**src/rtl/uart_pkg.sv**
```systemverilog
// Shared UART definitions: FSM state encoding, data width and default baud divisor.
// Also intended for the companion receiver.
package uart_pkg;

   localparam int UART_DATA_W          = 8;
   localparam int UART_DEFAULT_CLK_DIV = 434;

   typedef enum logic [2:0] {
      IDLE,
      FETCH,
      START,
      DATA,
      PARITY,
      STOP
   } uart_state_t;

   // Even parity of the byte, inverted when odd parity is selected.
   function automatic logic uart_parity(input logic [UART_DATA_W-1:0] data, input logic odd);
      return (^data) ^ odd;
   endfunction

endpackage

```
**src/rtl/uart_baud_cnt.sv**
```systemverilog
// Bit-time counter: runs 0..CLK_DIV-1 and flags the final cycle of every bit period.
module uart_baud_cnt
   import uart_pkg::*;
#(
   parameter int CLK_DIV = UART_DEFAULT_CLK_DIV
) (
   input  logic clk,
   input  logic rst,
   input  logic clear,
   output logic bit_end
);

   localparam int               CNT_W = (CLK_DIV > 1) ? $clog2(CLK_DIV) : 1;
   localparam logic [CNT_W-1:0] LAST  = CNT_W'(CLK_DIV - 1);

   logic [CNT_W-1:0] r_cnt;

   assign bit_end = (r_cnt == LAST);

   always_ff @(posedge clk or posedge rst) begin
      if (rst) begin
         r_cnt <= '0;
      end else if (clear || bit_end) begin
         r_cnt <= '0;
      end else begin
         r_cnt <= r_cnt + 1'b1;
      end
   end

endmodule

```
**src/rtl/uart_tx.sv**
```systemverilog
// UART transmit serializer fed by a byte FIFO: start, 8 data bits LSB first,
// optional parity, 1 or 2 stop bits; drains the FIFO back-to-back.
module uart_tx
   import uart_pkg::*;
#(
   parameter int CLK_DIV    = UART_DEFAULT_CLK_DIV,
   parameter int STOP_BITS  = 1,
   parameter int PARITY_EN  = 0,
   parameter int PARITY_ODD = 0
) (
   input  logic                   clk,
   input  logic                   rst,
   input  logic                   tx_en,
   input  logic                   fifo_empty,
   input  logic [UART_DATA_W-1:0] fifo_rddata,
   output logic                   fifo_rd,
   output logic                   tx,
   output logic                   busy,
   output logic                   tx_done
);

   localparam int               IDX_W     = $clog2(UART_DATA_W);
   localparam logic [IDX_W-1:0] LAST_DATA = IDX_W'(UART_DATA_W - 1);
   localparam logic [IDX_W-1:0] LAST_STOP = IDX_W'(STOP_BITS - 1);
   localparam logic             PAR_ON    = (PARITY_EN != 0);
   localparam logic             PAR_ODD   = (PARITY_ODD != 0);

   uart_state_t            r_state;
   logic [UART_DATA_W-1:0] r_shift;
   logic [IDX_W-1:0]       r_bit_idx;
   logic                   r_parity;
   logic                   r_tx;
   logic                   w_bit_end;
   logic                   w_baud_clear;
   logic                   w_pop;

   // The pop must land in the IDLE cycle so the FIFO data is valid during FETCH;
   // holding reset suppresses it so nothing is consumed while the block is reset.
   assign w_pop        = (r_state == IDLE) && tx_en && !fifo_empty && !rst;
   assign w_baud_clear = (r_state == IDLE) || (r_state == FETCH);

   assign fifo_rd = w_pop;
   assign tx      = r_tx;
   assign busy    = (r_state != IDLE);
   assign tx_done = (r_state == STOP) && w_bit_end && (r_bit_idx == LAST_STOP);

   uart_baud_cnt #(
      .CLK_DIV (CLK_DIV)
   ) u_baud_cnt (
      .clk     (clk),
      .rst     (rst),
      .clear   (w_baud_clear),
      .bit_end (w_bit_end)
   );

   // r_tx is updated on the same edge as the state, so the line tracks the state exactly.
   always_ff @(posedge clk or posedge rst) begin
      if (rst) begin
         r_state   <= IDLE;
         r_tx      <= 1'b1;
         r_shift   <= '0;
         r_bit_idx <= '0;
         r_parity  <= 1'b0;
      end else begin
         case (r_state)
            IDLE: begin
               r_tx      <= 1'b1;
               r_bit_idx <= '0;
               if (w_pop) begin
                  r_state <= FETCH;
               end
            end
            FETCH: begin
               r_shift  <= fifo_rddata;
               r_parity <= uart_parity(fifo_rddata, PAR_ODD);
               r_tx     <= 1'b0;
               r_state  <= START;
            end
            START: begin
               if (w_bit_end) begin
                  r_tx      <= r_shift[0];
                  r_shift   <= r_shift >> 1;
                  r_bit_idx <= '0;
                  r_state   <= DATA;
               end
            end
            DATA: begin
               if (w_bit_end) begin
                  if (r_bit_idx == LAST_DATA) begin
                     r_bit_idx <= '0;
                     if (PAR_ON) begin
                        r_tx    <= r_parity;
                        r_state <= PARITY;
                     end else begin
                        r_tx    <= 1'b1;
                        r_state <= STOP;
                     end
                  end else begin
                     r_bit_idx <= r_bit_idx + 1'b1;
                     r_tx      <= r_shift[0];
                     r_shift   <= r_shift >> 1;
                  end
               end
            end
            PARITY: begin
               if (w_bit_end) begin
                  r_tx      <= 1'b1;
                  r_bit_idx <= '0;
                  r_state   <= STOP;
               end
            end
            STOP: begin
               if (w_bit_end) begin
                  if (r_bit_idx == LAST_STOP) begin
                     r_bit_idx <= '0;
                     r_state   <= IDLE;
                  end else begin
                     r_bit_idx <= r_bit_idx + 1'b1;
                  end
               end
            end
            default: begin
               r_tx    <= 1'b1;
               r_state <= IDLE;
            end
         endcase
      end
   end

endmodule

```
**config.mk**
```make
export PLATFORM = sky130hd
export DESIGN_NAME = uart_tx
export DESIGN_NICKNAME = d
export VERILOG_FILES = /design/src/rtl/uart_pkg.sv /design/src/rtl/uart_baud_cnt.sv /design/src/rtl/uart_tx.sv
export SDC_FILE = /design/constraint.sdc
export NUM_CORES = 1
export LEC_CHECK = 0
export BUFFER_PORTS_ARGS = -buffer_cell sky130_fd_sc_hd__buf_2
export CORE_MARGIN = 10
export CORE_UTILIZATION = 51
export DETAILED_ROUTE_END_ITERATION = 6
export PLACE_DENSITY = 0.71
export SLEW_MARGIN = 20
export SYNTH_ARGS = -nofsm -noshare
export SYNTH_HDL_FRONTEND = slang
export SYNTH_SLANG_ARGS = --single-unit
```
**constraint.sdc**
```tcl
create_clock -name clk -period 2.3 [get_ports clk]
set_input_delay 0.23 -clock clk [delete_from_list [all_inputs] [get_ports clk]]
set_output_delay 0.23 -clock clk [all_outputs]
set_load 0.02 [all_outputs]
```
==> run summary <==
Outcome = finished, final reports clean
Pleak = 0.701 nW
MaxCap Viol Count = 0
Crit path largest cell delay = 550 ps
Ant. Diodes = 0
Grt ovf = 0
Initial drt markers = 85
Crit path capture type = primary output
Post-CTS Hold Fix Bufs = 0
Reg2reg start = u_baud_cnt.r_cnt[2]
Cell count after synthesis = 126
Initial antenna violation count = 0
CP max-delay cell = or4b_4
Number of nets still failing antenna checks after routing = 0
Synthesized flop and latch total = 24
GPL Wtd Cong = 0.789
Setup_tns = 0 ps
Ys Warns = 0
Sequential share of the synthesized area = 45.2%
Measured slew at the worst slew-check pin = 891 ps
Distinct cell type count after synthesis = 40
Largest net degree at the start of global routing = 25
Global-route wire length before repair = 4860 um
CTS H-tree depth = 1
First-pass detailed-route iteration total = 4
R2R depth = 5
CP Cell Sequence = or4b_4 -> or2_4 -> nor4_4 -> buf_4
Type of origin of the critical path = register
FP Rows = 18
Detailed Place HPWL = 2000 um
Tcrit/Tclk final = 96.0%
GRT Total Usage = 11.2%
Area Growth Syn to Fin = 15.9%
Fill cells = 217
CTS tree = built
Setup violations, final = 0
Final Hold Vio Count = 0
Avg Inst Size Synth = 10.6 um^2
WP data required = 2070 ps
Fmax = 0.453 GHz
Post-synthesis net count = 143
Slew Limit Headroom = 40.5%
Critical path class = reg -> out
Worst-Skew Late Latency = 310 ps
CTS buffer count = 3
WL final = 2800 um
Maximum fanout along the worst path = 4
VDD IR max = 0.639 mV
Deepest clock path buffer count = 2
Via count = 1005
Cell Area, Synth = 1330 um^2
Cell family with most CP delay = simple AND/OR/NAND/NOR gates
RSZ-0062 raised after global routing = false
Clock net sink count = 24
Min Tclk post-route = 2210 ps
Core area = 2480 um^2
Pwr Density = 915 nW/um^2
Worst reg-to-reg setup slack = 360 ps
Post-route DRC = 0
HP Class = in -> async
Vias per cell = 5.68
EDFF count, synth = 0
Vias in the first global route = 1133
Root Buffer = clkbuf_4
Per-cell routed wire length = 15.8 um
Initial core utilization = 53.8%
Die area = 5060 um^2
Clock skew = 1.82 ps
Hold slack = 100 ps
Die Ht = 71.1 um
Worst path bufs/invs = 1
Clock transition at the registers of the reported paths = 130 ps
IO Pins = 16
Nets = 165
Final number of max-transition violations = 0
Die width = 71.1 um
Worst Path Arrival = 1980 ps
Worst R2R End = r_bit_idx[2]
Fraction of layout cells with a size suffix above 1 = 34.0%
Port-buffer cells = 15
Post-synth ARST share = 100%
Ys flop type = dfrtp_1
## worst max path at each step
stage / end / slack [ps] / from / cells past startpoint
5_1_grt: tx_done / 5 / u_baud_cnt.r_cnt[2] / 4
3_5_place_dp: tx_done / 300 / u_baud_cnt.r_cnt[3] / 4
4_1_cts: tx_done / 50 / u_baud_cnt.r_cnt[2] / 4
6_report: tx_done / 90 / u_baud_cnt.r_cnt[2] / 4
3_3_place_gp: tx_done / 320 / u_baud_cnt.r_cnt[3] / 4
2_1_floorplan: tx_done / 70 / u_baud_cnt.r_cnt[3] / 3
## routing by layer
layer | vias up | GRT usage, % | part of all wire [%]
met5 | - | 0 | 0
met4 | 0 | 3.44 | 0.43
met3 | 2 | 1.95 | 2.5
met2 | 16 | 22.1 | 54
met1 | 503 | 11.6 | 43
li1 | 484 | - | -
## power by group
| group | switching (mW) | internal, mW | total, mW | leakage (nW) |
|---|---|---|---|---|
| combinational | 0.180 | 0.226 | 0.405 | 0.370 |
| sequential | 0.135 | 0.570 | 0.704 | 0.303 |
| clock | 0.127 | 0.176 | 0.303 | 0.0279 |
## metrics by stage
step | instance area [um^2] | worst slack (ps) | power, mW | std cells | util (%)
after floorplan | 1330 | 65.8 | 0.963 | 126 | -
after global placement | 1440 | 320 | 1.03 | 168 | 58.0
after detailed placement | 1440 | 302 | 1.07 | 168 | 58.0
after CTS | 1520 | 46.5 | 1.40 | 176 | 61.3
after global routing | 1540 | 5.22 | 1.50 | 177 | 62.3
final | 1540 | 92.6 | 1.41 | 177 | 62.3
## worst register-to-register path: stages (launching register included)
cell and delay, ps:
dfrtp_1 420, or4b_4 550, buf_4 180, o21ai_1 250
nand3_2 140, mux2_4 310
## final cells by class
cell class | count | area [um^2] | area share (%)
clock buffers | 3 | 22.5 | 1.46
clock inverters | 1 | 30.0 | 1.94
inverters | 7 | 26.3 | 1.70
multi-input cells | 91 | 703 | 45.5
flip-flops and latches | 24 | 602 | 39.0
well taps | 30 | 37.5 | 2.43
repair buffers | 21 | 123 | 7.94
## cells in the mapped netlist (2+ instances only)
master / number / area (um^2)
nand2_1: 9 / 33.8
mux2_2: 14 / 158
nor2_1: 13 / 48.8
nand4_1: 2 / 12.5
nor3_1: 2 / 10.0
nand3_1: 4 / 20.0
xnor2_1: 4 / 35.0
dfrtp_1: 23 / 576
o31ai_1: 2 / 15.0
clkbuf_1: 3 / 11.3
a21o_1: 2 / 15.0
a21oi_1: 7 / 35.0
nand2b_1: 3 / 18.8
xor2_1: 2 / 17.5
ha_1: 5 / 62.6
inv_1: 7 / 26.3
## kinds of logic after synthesis
group | count (synthesis) | share of synthesized area (%)
AO/OA/AOI/OAI | 22 | 12.8
XOR/XNOR | 6 | 3.94
adder cells (fa/ha/maj) | 5 | 4.69
buffers and inverters | 11 | 3.19
flip-flops | 24 | 45.2
multiplexers | 16 | 13.7
AND/OR/NAND/NOR | 42 | 16.5
## sequential cells by signal, indices dropped and copies added, names as in the netlist
| register | cells |
|---|---|
| r_bit_idx | 3 |
| r_shift | 8 |
| r_state | 3 |
| tx | 1 |
| u_baud_cnt.r_cnt | 9 |
## cells in the final DEF, fill, tap and decap left out, types with 2 or more instances in the layout
cell | synthesis | routed
nand4_1 | 2 | 2
nor2_1 | 13 | 13
a21o_1 | 2 | 2
ha_1 | 5 | 5
xnor2_1 | 4 | 4
nor3_1 | 2 | 2
nand3_1 | 4 | 4
mux2_2 | 14 | 14
inv_1 | 7 | 7
xor2_1 | 2 | 2
clkbuf_4 | 0 | 3
a21oi_1 | 7 | 7
nand2_1 | 9 | 9
buf_4 | 0 | 7
nand2b_1 | 3 | 3
dfrtp_1 | 23 | 23
o31ai_1 | 2 | 2
buf_2 | 1 | 14
## what timing repair did
action / in CTS / in global routing
resized for setup: 0 / 3
hold endpoints to repair: 0 / 0
setup endpoints to repair: 1 / 1
buffers inserted: 4 / 1
pin swaps: 2 / 0
No activity file was read; power rests on OpenSTA's default activity.
